--- src/rtl/ks3_seq_mul_if.sv ---
// ks3_seq_mul_if: operand/result bus of the sequential GF(2) multiplier.
//
// Handshake semantics (both sides): a transfer happens on a rising clock edge
// where valid and ready are both high. The producer holds its payload stable
// while valid is high and ready is low. Ready may be asserted without valid.
//
//   in_valid  / in_ready   : operand pair a/b, master -> slave
//   out_valid / out_ready  : product d, slave -> master
//   abort                  : synchronous cancel of the current job (master -> slave)
//   busy                   : slave is running or holding a result
//
// Modports: slave = the multiplier, master = the operand source / result sink.
interface ks3_seq_mul_if #(
   parameter int DIGITS = 4
);
   localparam int N = 3 * DIGITS;
   localparam int W = 6 * DIGITS - 1;

   logic         in_valid;
   logic         in_ready;
   logic [N-1:0] a;
   logic [N-1:0] b;
   logic         abort;
   logic         busy;
   logic         out_valid;
   logic         out_ready;
   logic [W-1:0] d;

   modport slave (
      input  in_valid, a, b, abort, out_ready,
      output in_ready, busy, out_valid, d
   );

   modport master (
      output in_valid, a, b, abort, out_ready,
      input  in_ready, busy, out_valid, d
   );
endinterface

--- src/rtl/ks3_seq_mul.sv ---
// ks3_seq_mul: sequential GF(2) polynomial multiplier (no reduction).
//
// Both N=3*DIGITS-bit operands are split into 3-bit digits. One 3x3 carry-less
// core is time-shared: each RUN cycle multiplies one digit pair (i, j) and
// XOR-accumulates the 5-bit partial product at bit offset 3*(i+j) into a
// W=6*DIGITS-1 bit accumulator. RUN lasts exactly DIGITS^2 cycles.
//
// Ports:
//   clk          rising-edge clock
//   rst          asynchronous, active-high reset
//   bus          ks3_seq_mul_if slave modport (in/out handshakes, abort, busy, d)
//   dbg_state_o  current FSM state (0 IDLE, 1 RUN, 2 DONE)
module ks3_seq_mul #(
   parameter int DIGITS = 4
) (
   input  logic               clk,
   input  logic               rst,
   ks3_seq_mul_if.slave       bus,
   output logic [1:0]         dbg_state_o
);
   localparam int N  = 3 * DIGITS;
   localparam int W  = 6 * DIGITS - 1;
   localparam int CW = (DIGITS > 1) ? $clog2(DIGITS) : 1;
   localparam logic [CW-1:0] LAST = CW'(DIGITS - 1);

   typedef enum logic [1:0] {
      S_IDLE = 2'd0,
      S_RUN  = 2'd1,
      S_DONE = 2'd2
   } state_t;

   state_t        state_q;
   logic [CW-1:0] i_q, j_q;
   logic [N-1:0]  a_q, b_q;
   logic [W-1:0]  acc_q, acc_d;
   logic [W-1:0]  d_q;
   logic          in_ready_q, busy_q, out_valid_q;

   logic [2:0]    a_dig, b_dig;
   logic [4:0]    pp;
   int            shamt;

   // 3x3 carry-less product: XOR of shifted copies of x for each set bit of y.
   function automatic logic [4:0] ks3(input logic [2:0] x, input logic [2:0] y);
      logic [4:0] r;
      r = '0;
      for (int k = 0; k < 3; k++) begin
         if (y[k]) r = r ^ ({2'b00, x} << k);
      end
      return r;
   endfunction

   always_comb begin
      a_dig = a_q[3*int'(i_q) +: 3];
      b_dig = b_q[3*int'(j_q) +: 3];
      pp    = ks3(a_dig, b_dig);
      shamt = 3 * (int'(i_q) + int'(j_q));
      acc_d = acc_q ^ (W'(pp) << shamt);
   end

   always_ff @(posedge clk or posedge rst) begin
      if (rst) begin
         state_q     <= S_IDLE;
         i_q         <= '0;
         j_q         <= '0;
         a_q         <= '0;
         b_q         <= '0;
         acc_q       <= '0;
         d_q         <= '0;
         in_ready_q  <= 1'b1;
         busy_q      <= 1'b0;
         out_valid_q <= 1'b0;
      end else begin
         case (state_q)
            S_IDLE: begin
               // abort wins over in_valid: no accept in a cycle with abort high
               if (bus.in_valid && !bus.abort) begin
                  a_q        <= bus.a;
                  b_q        <= bus.b;
                  acc_q      <= '0;
                  i_q        <= '0;
                  j_q        <= '0;
                  state_q    <= S_RUN;
                  in_ready_q <= 1'b0;
                  busy_q     <= 1'b1;
               end
            end
            S_RUN: begin
               if (bus.abort) begin
                  state_q    <= S_IDLE;
                  acc_q      <= '0;
                  i_q        <= '0;
                  j_q        <= '0;
                  in_ready_q <= 1'b1;
                  busy_q     <= 1'b0;
               end else begin
                  acc_q <= acc_d;
                  if (j_q == LAST) begin
                     j_q <= '0;
                     if (i_q == LAST) begin
                        // last digit pair: publish the completed product
                        i_q         <= '0;
                        state_q     <= S_DONE;
                        d_q         <= acc_d;
                        out_valid_q <= 1'b1;
                     end else begin
                        i_q <= i_q + 1'b1;
                     end
                  end else begin
                     j_q <= j_q + 1'b1;
                  end
               end
            end
            S_DONE: begin
               if (bus.abort || bus.out_ready) begin
                  state_q     <= S_IDLE;
                  acc_q       <= '0;
                  d_q         <= '0;
                  out_valid_q <= 1'b0;
                  in_ready_q  <= 1'b1;
                  busy_q      <= 1'b0;
               end
            end
            default: begin
               state_q     <= S_IDLE;
               d_q         <= '0;
               out_valid_q <= 1'b0;
               in_ready_q  <= 1'b1;
               busy_q      <= 1'b0;
            end
         endcase
      end
   end

   assign bus.in_ready  = in_ready_q;
   assign bus.busy      = busy_q;
   assign bus.out_valid = out_valid_q;
   assign bus.d         = d_q;
   assign dbg_state_o   = state_q;
endmodule

--- src/flat_wrapper.sv ---
// flat-port wrapper written by rule: the top's interface ports become plain ports
module ks3_seq_mul_flat 
#(
   parameter int DIGITS = 4
)
  (clk, rst, dbg_state_o, bus_in_valid, bus_a, bus_b, bus_abort, bus_out_ready, bus_in_ready, bus_busy, bus_out_valid, bus_d);
  ks3_seq_mul_if #(.DIGITS(DIGITS)) bus_i ();
  input  logic clk;
  input  logic rst;
  output logic [1:0] dbg_state_o;
  input wire logic [$bits(bus_i.in_valid)-1:0] bus_in_valid;
  input wire logic [$bits(bus_i.a)-1:0] bus_a;
  input wire logic [$bits(bus_i.b)-1:0] bus_b;
  input wire logic [$bits(bus_i.abort)-1:0] bus_abort;
  input wire logic [$bits(bus_i.out_ready)-1:0] bus_out_ready;
  output wire logic [$bits(bus_i.in_ready)-1:0] bus_in_ready;
  output wire logic [$bits(bus_i.busy)-1:0] bus_busy;
  output wire logic [$bits(bus_i.out_valid)-1:0] bus_out_valid;
  output wire logic [$bits(bus_i.d)-1:0] bus_d;
  assign bus_i.in_valid = bus_in_valid;
  assign bus_i.a = bus_a;
  assign bus_i.b = bus_b;
  assign bus_i.abort = bus_abort;
  assign bus_i.out_ready = bus_out_ready;
  assign bus_in_ready = bus_i.in_ready;
  assign bus_busy = bus_i.busy;
  assign bus_out_valid = bus_i.out_valid;
  assign bus_d = bus_i.d;
  ks3_seq_mul #(.DIGITS(DIGITS)) u_core (.clk(clk), .rst(rst), .bus(bus_i), .dbg_state_o(dbg_state_o));
endmodule
--- config.mk ---
export PLATFORM = sky130hd
export DESIGN_NAME = ks3_seq_mul_flat
export DESIGN_NICKNAME = d
export VERILOG_FILES = /design/src/rtl/ks3_seq_mul_if.sv /design/src/rtl/ks3_seq_mul.sv /design/src/flat_wrapper.sv
export SDC_FILE = /design/constraint.sdc
export NUM_CORES = 1
export LEC_CHECK = 0
export CORE_ASPECT_RATIO = 0.6
export CORE_MARGIN = 2
export CORE_UTILIZATION = 50
export CTS_CLUSTER_SIZE = 24
export DETAILED_ROUTE_END_ITERATION = 16
export PLACE_DENSITY = 0.7
export SLEW_MARGIN = 20
export SYNTH_ARGS = -nofsm -noshare
export SYNTH_HDL_FRONTEND = slang
export SYNTH_SLANG_ARGS = --single-unit
--- constraint.sdc ---
create_clock -name clk -period 4.8 [get_ports clk]
set_input_delay 0.48 -clock clk [delete_from_list [all_inputs] [get_ports clk]]
set_output_delay 0.48 -clock clk [all_outputs]
set_load 0.01 [all_outputs]
==> flow_results.org <==
** Timing
- Setup skew after layout :: 0.00456 ns
- Derived from the worst setup path, the maximum achievable clock frequency is 250 MHz.
- Counting I/O delays and the setup requirement, the final critical path takes 4.00 ns.
- Fraction of the cycle the final worst path needs :: 83.4%
- The number of failing hold endpoints at the final stage was 0.
- Setup repair after global routing left no endpoint under its margin.
- Final total negative setup slack :: 0 ns
- The number of max-slew violations in the final report came to 0.
- Final setup violating endpoints :: 0
- Worst slew margin :: 37.2%
- At the pin with the least slew margin, the transition time is 0.936 ns.

** Setup path
- On the worst path, the slowest cell contributes a delay of 0.56 ns.
- Worst setup EP type :: flop
- FF-to-FF setup slack :: 0.80 ns
- Critical Path Source Type :: flop
- Slowest cell on the critical path :: sky130_fd_sc_hd__fa_1
- The signal on the critical path passes through ha_1, inv_1, fa_1, inv_1, ha_1, ha_1, ha_1, nor2_1, and2_1, nand2_1, nand2_1, mux2i_1, a311oi_1, o21ai_0.
- The worst register-to-register path has a depth of 14.
- At the worst endpoint, the required time is 5.00 ns.
- Worst Path Class, Setup :: flop to flop
- In this run the critical register-to-register path is launched from u_core.j_q[0].
- Highest fanout seen on the critical path :: 9
- Data arrives at the worst endpoint at 4.21 ns.
- The most numerous cell type found on the critical path is sky130_fd_sc_hd__ha_1.
- Worst reg2reg path endpoint :: u_core.bus.d[11]

** Pwr
- Peak VDD IR :: 0.207 mV
- Leakage :: 2.25 nW
- The share of total power dissipated in combinational logic is 26.0%.
- Overall power consumption after layout is estimated at 2.20 mW.
- Part of the total power dissipated in sequential elements :: 35.6%
- Net Sw Power :: 0.677 mW
- Int Pwr :: 1.52 mW
- The clock network accounts for 38.4% of the total power.
- Switching part of the total power :: 30.8%
- Power density of the placed cells :: 399 mW/mm²

** Floorplanning
- I/O pin count :: 57
- Die height :: 77.2 µm
- Die area :: 0.00973 mm²
- Die span in x :: 126 µm
- CORE AREA :: 0.00859 mm²
- Once the floorplan was initialized, standard cells occupied 52.0% of the core.
- Row generation in the floorplan step produced 26 rows.

** Synthesis
- Cell count after synthesis :: 463
- Synth cell count leaders :: sky130_fd_sc_hd__dfrtp_1 (78), sky130_fd_sc_hd__nand2_1 (64), sky130_fd_sc_hd__o21ai_0 (30)
- The most used flip-flop cell after synthesis is sky130_fd_sc_hd__dfrtp_1.
- After synthesis, the netlist uses 57 different library cells.
- Sequential elements use 44.3% of the synthesized area.
- The number of nets handed over by synthesis was 501.
- Counting flops with an async set or reset pin after synthesis yields a share of 100%.
- Cell with the most instances after synthesis :: sky130_fd_sc_hd__dfrtp_1
- The cell area that synthesis handed to floorplanning was 0.00447 mm².
- Leading cell types by total area after synthesis :: sky130_fd_sc_hd__dfrtp_1 (44%), sky130_fd_sc_hd__mux2_2 (6.3%), sky130_fd_sc_hd__nand2_1 (5.4%)
- Flops & latches, synth :: 79
- Synth Warn # :: 0
- The synthesized design contains 0 enable-type register cells.
- Area share of the largest cell type after synthesis :: 43.7%
- Syn_area_per_cell :: 9.65 µm²
- Synth area leader :: sky130_fd_sc_hd__dfrtp_1

** Layout
- Nets@finish :: 553
- Share of layout cells above drive strength 1 :: 12.9%
- Post-Route Utilization :: 64.2%
- Post-route cell area :: 0.00552 mm²
- Compared with the post-synthesis result, the final layout area differs by 23.5%.
- Antenna diode instance count :: 0

** Global route
- The first global-routing pass estimated 19500 µm of wire.
- Vias in the first global route :: 3726
- Total global-route track usage :: 25.7%
- Antenna violations before repair :: 0
- Sum of overflow across all layers after global routing :: 0
- Pin count of the biggest net entering global routing :: 48

** Detailed routing
- Post-route DRC violation count :: 0
- DR pass1 iterations :: 7
- The routed layout has 3807 vias.
- Average via count per standard cell :: 6.02
- The first routing iteration left 295 violations.
- Wires add up to 11900 µm.
- In this run the remaining antenna-violating nets after routing total 0.
- Detailed-route wire length per cell :: 18.8 µm

** Worst hold path
- The startpoint identified for the worst hold timing path is u_core.bus.d[12].
- Worst hold endpoint :: u_core.bus.d[12]
- The worst hold path belongs to the class flop to flop.
- Cell depth of the worst min-delay path :: 2

** Clock tree
- Number of levels the H-tree was split into :: 3
- The later pin in the worst-skew pair is clocked with a latency of 0.34 ns.
- Clock tree synthesis inserted a total of 9 buffers.
- Clock tree from TritonCTS :: yes
- After clock tree synthesis, the setup repair step added 0 buffers.
- The tree built by TritonCTS fans out to 79 sinks.
- Clock edge transition at the registers on the reported setup and hold paths :: 0.06 ns
- CTS Buffer Depth :: 2
- Root buf cell :: sky130_fd_sc_hd__clkbuf_16
- In this run, post-CTS hold repair placed 0 buffers.
- Post-CTS sizing :: 0

** Outcome
- The flow ran to the end, and the final reports show no timing, DRC or antenna violations.

** Placed design
- Input and output buffers added on the ports amount to 56.
- Routability congestion estimate from global placement :: 0.930
- Once placement finished, the instance area stood at 0.00515 mm².
- Summed over all nets, the half-perimeter wirelength after detailed placement is 8490 µm.

** Job
- Max-cap violations in this run came to 0.
[critical path, delay by kind of cell (launching register included)]
kind                       cells  cell delay, ns
AOI/OAI and AO/OA              2            0.58
DFF                            1            0.54
adders and majority gates      5            1.49
and+or+nand+nor                4            1.03
muxes                          1            0.08
buffers and inverters          2            0.13
[layout by cell type, fill, tap and decap left out, types with 3 or more instances in the layout]
cell type,count
sky130_fd_sc_hd__a21o_1,3
sky130_fd_sc_hd__a21oi_1,25
sky130_fd_sc_hd__a221o_1,4
sky130_fd_sc_hd__a22o_1,4
sky130_fd_sc_hd__a31oi_1,14
sky130_fd_sc_hd__and2_1,4
sky130_fd_sc_hd__buf_4,8
sky130_fd_sc_hd__bufinv_16,4
sky130_fd_sc_hd__clkbuf_16,9
sky130_fd_sc_hd__clkdlybuf4s50_1,56
sky130_fd_sc_hd__dfrtp_1,78
sky130_fd_sc_hd__ha_1,8
sky130_fd_sc_hd__inv_1,18
sky130_fd_sc_hd__mux2_2,25
sky130_fd_sc_hd__mux2i_1,5
sky130_fd_sc_hd__mux4_2,6
sky130_fd_sc_hd__nand2_1,64
sky130_fd_sc_hd__nand3_1,9
sky130_fd_sc_hd__nor2_1,27
sky130_fd_sc_hd__nor3_1,8
sky130_fd_sc_hd__nor4_1,4
sky130_fd_sc_hd__o211ai_1,4
sky130_fd_sc_hd__o21ai_0,30
sky130_fd_sc_hd__o21ai_1,16
sky130_fd_sc_hd__o221ai_1,3
sky130_fd_sc_hd__o22ai_1,4
sky130_fd_sc_hd__o31ai_1,4
sky130_fd_sc_hd__or3_1,12
sky130_fd_sc_hd__xnor2_1,7
sky130_fd_sc_hd__xor2_1,12
[flip-flops by register name (all words and copies together), names as in the netlist]
signal                cells
u_core.bus.in_ready       1
u_core.bus.busy           1
u_core.bus.d             23
u_core.b_q               12
u_core.j_q                2
u_core.dbg_state_o        2
u_core.a_q               12
u_core.bus.out_valid      1
u_core.i_q                2
u_core.acc_q             23
[power groups by stage]
stage                     clock network (mW)  registers (mW)  logic, mW
after global routing                   0.884           0.794      0.624
after global placement                     0           0.792      0.557
final                                  0.844           0.784      0.573
after CTS                              0.856           0.784      0.563
after detailed placement                   0           0.797      0.557
after floorplan                            0           0.780      0.415
[worst max-delay path by stage]
stage | start | end | slack, ns | cells after the start
2_1_floorplan | u_core.i_q[0] | u_core.acc_q[11] | 1.17 | 13
3_3_place_gp | u_core.j_q[0] | u_core.bus.d[5] | 1.04 | 12
3_5_place_dp | u_core.j_q[0] | u_core.bus.d[11] | 0.95 | 14
4_1_cts | u_core.j_q[0] | u_core.bus.d[11] | 0.92 | 14
5_1_grt | u_core.j_q[0] | u_core.acc_q[5] | 0.54 | 12
6_report | u_core.j_q[0] | u_core.bus.d[11] | 0.80 | 14
[stage by stage]
stage | hold slack (ns) | worst slack, ns | instances
CTS | 0.488 | 0.919 | 632
floorplan | 0.470 | 1.17 | 463
detailed placement | 0.467 | 0.945 | 616
finish | 0.482 | 0.797 | 632
global route | 0.514 | 0.541 | 632
global placement | 0.462 | 1.04 | 616
[layer usage]
metal / track usage, % / vias up / wire (µm)
met5: 0 / - / 0
met4: 5.49 / 0 / 119
met3: 8.09 / 13 / 924
met2: 35.9 / 139 / 4870
met1: 39.0 / 1863 / 5960
li1: - / 1792 / -
[layout make-up]
type                            instances  area, µm²
Inverter                               19       71.3
Tap cell                              112        140
Fill cell                             708       3070
Clock inverter                          7        145
Sequential cell                        79       1980
Multi-Input combinational cell        342       2340
Clock buffer                            9        225
Timing Repair Buffer                   64        621
[logic make-up after synthesis]
family,after synthesis,share of synthesized area [%]
simple gates,141,14.3
buf+inv,42,3.53
compound gates,132,19.0
xor+xnor,21,4.62
mux,39,11.5
flops,79,44.3
fa+ha+maj,9,2.69
(Power assumes the default switching activity.)
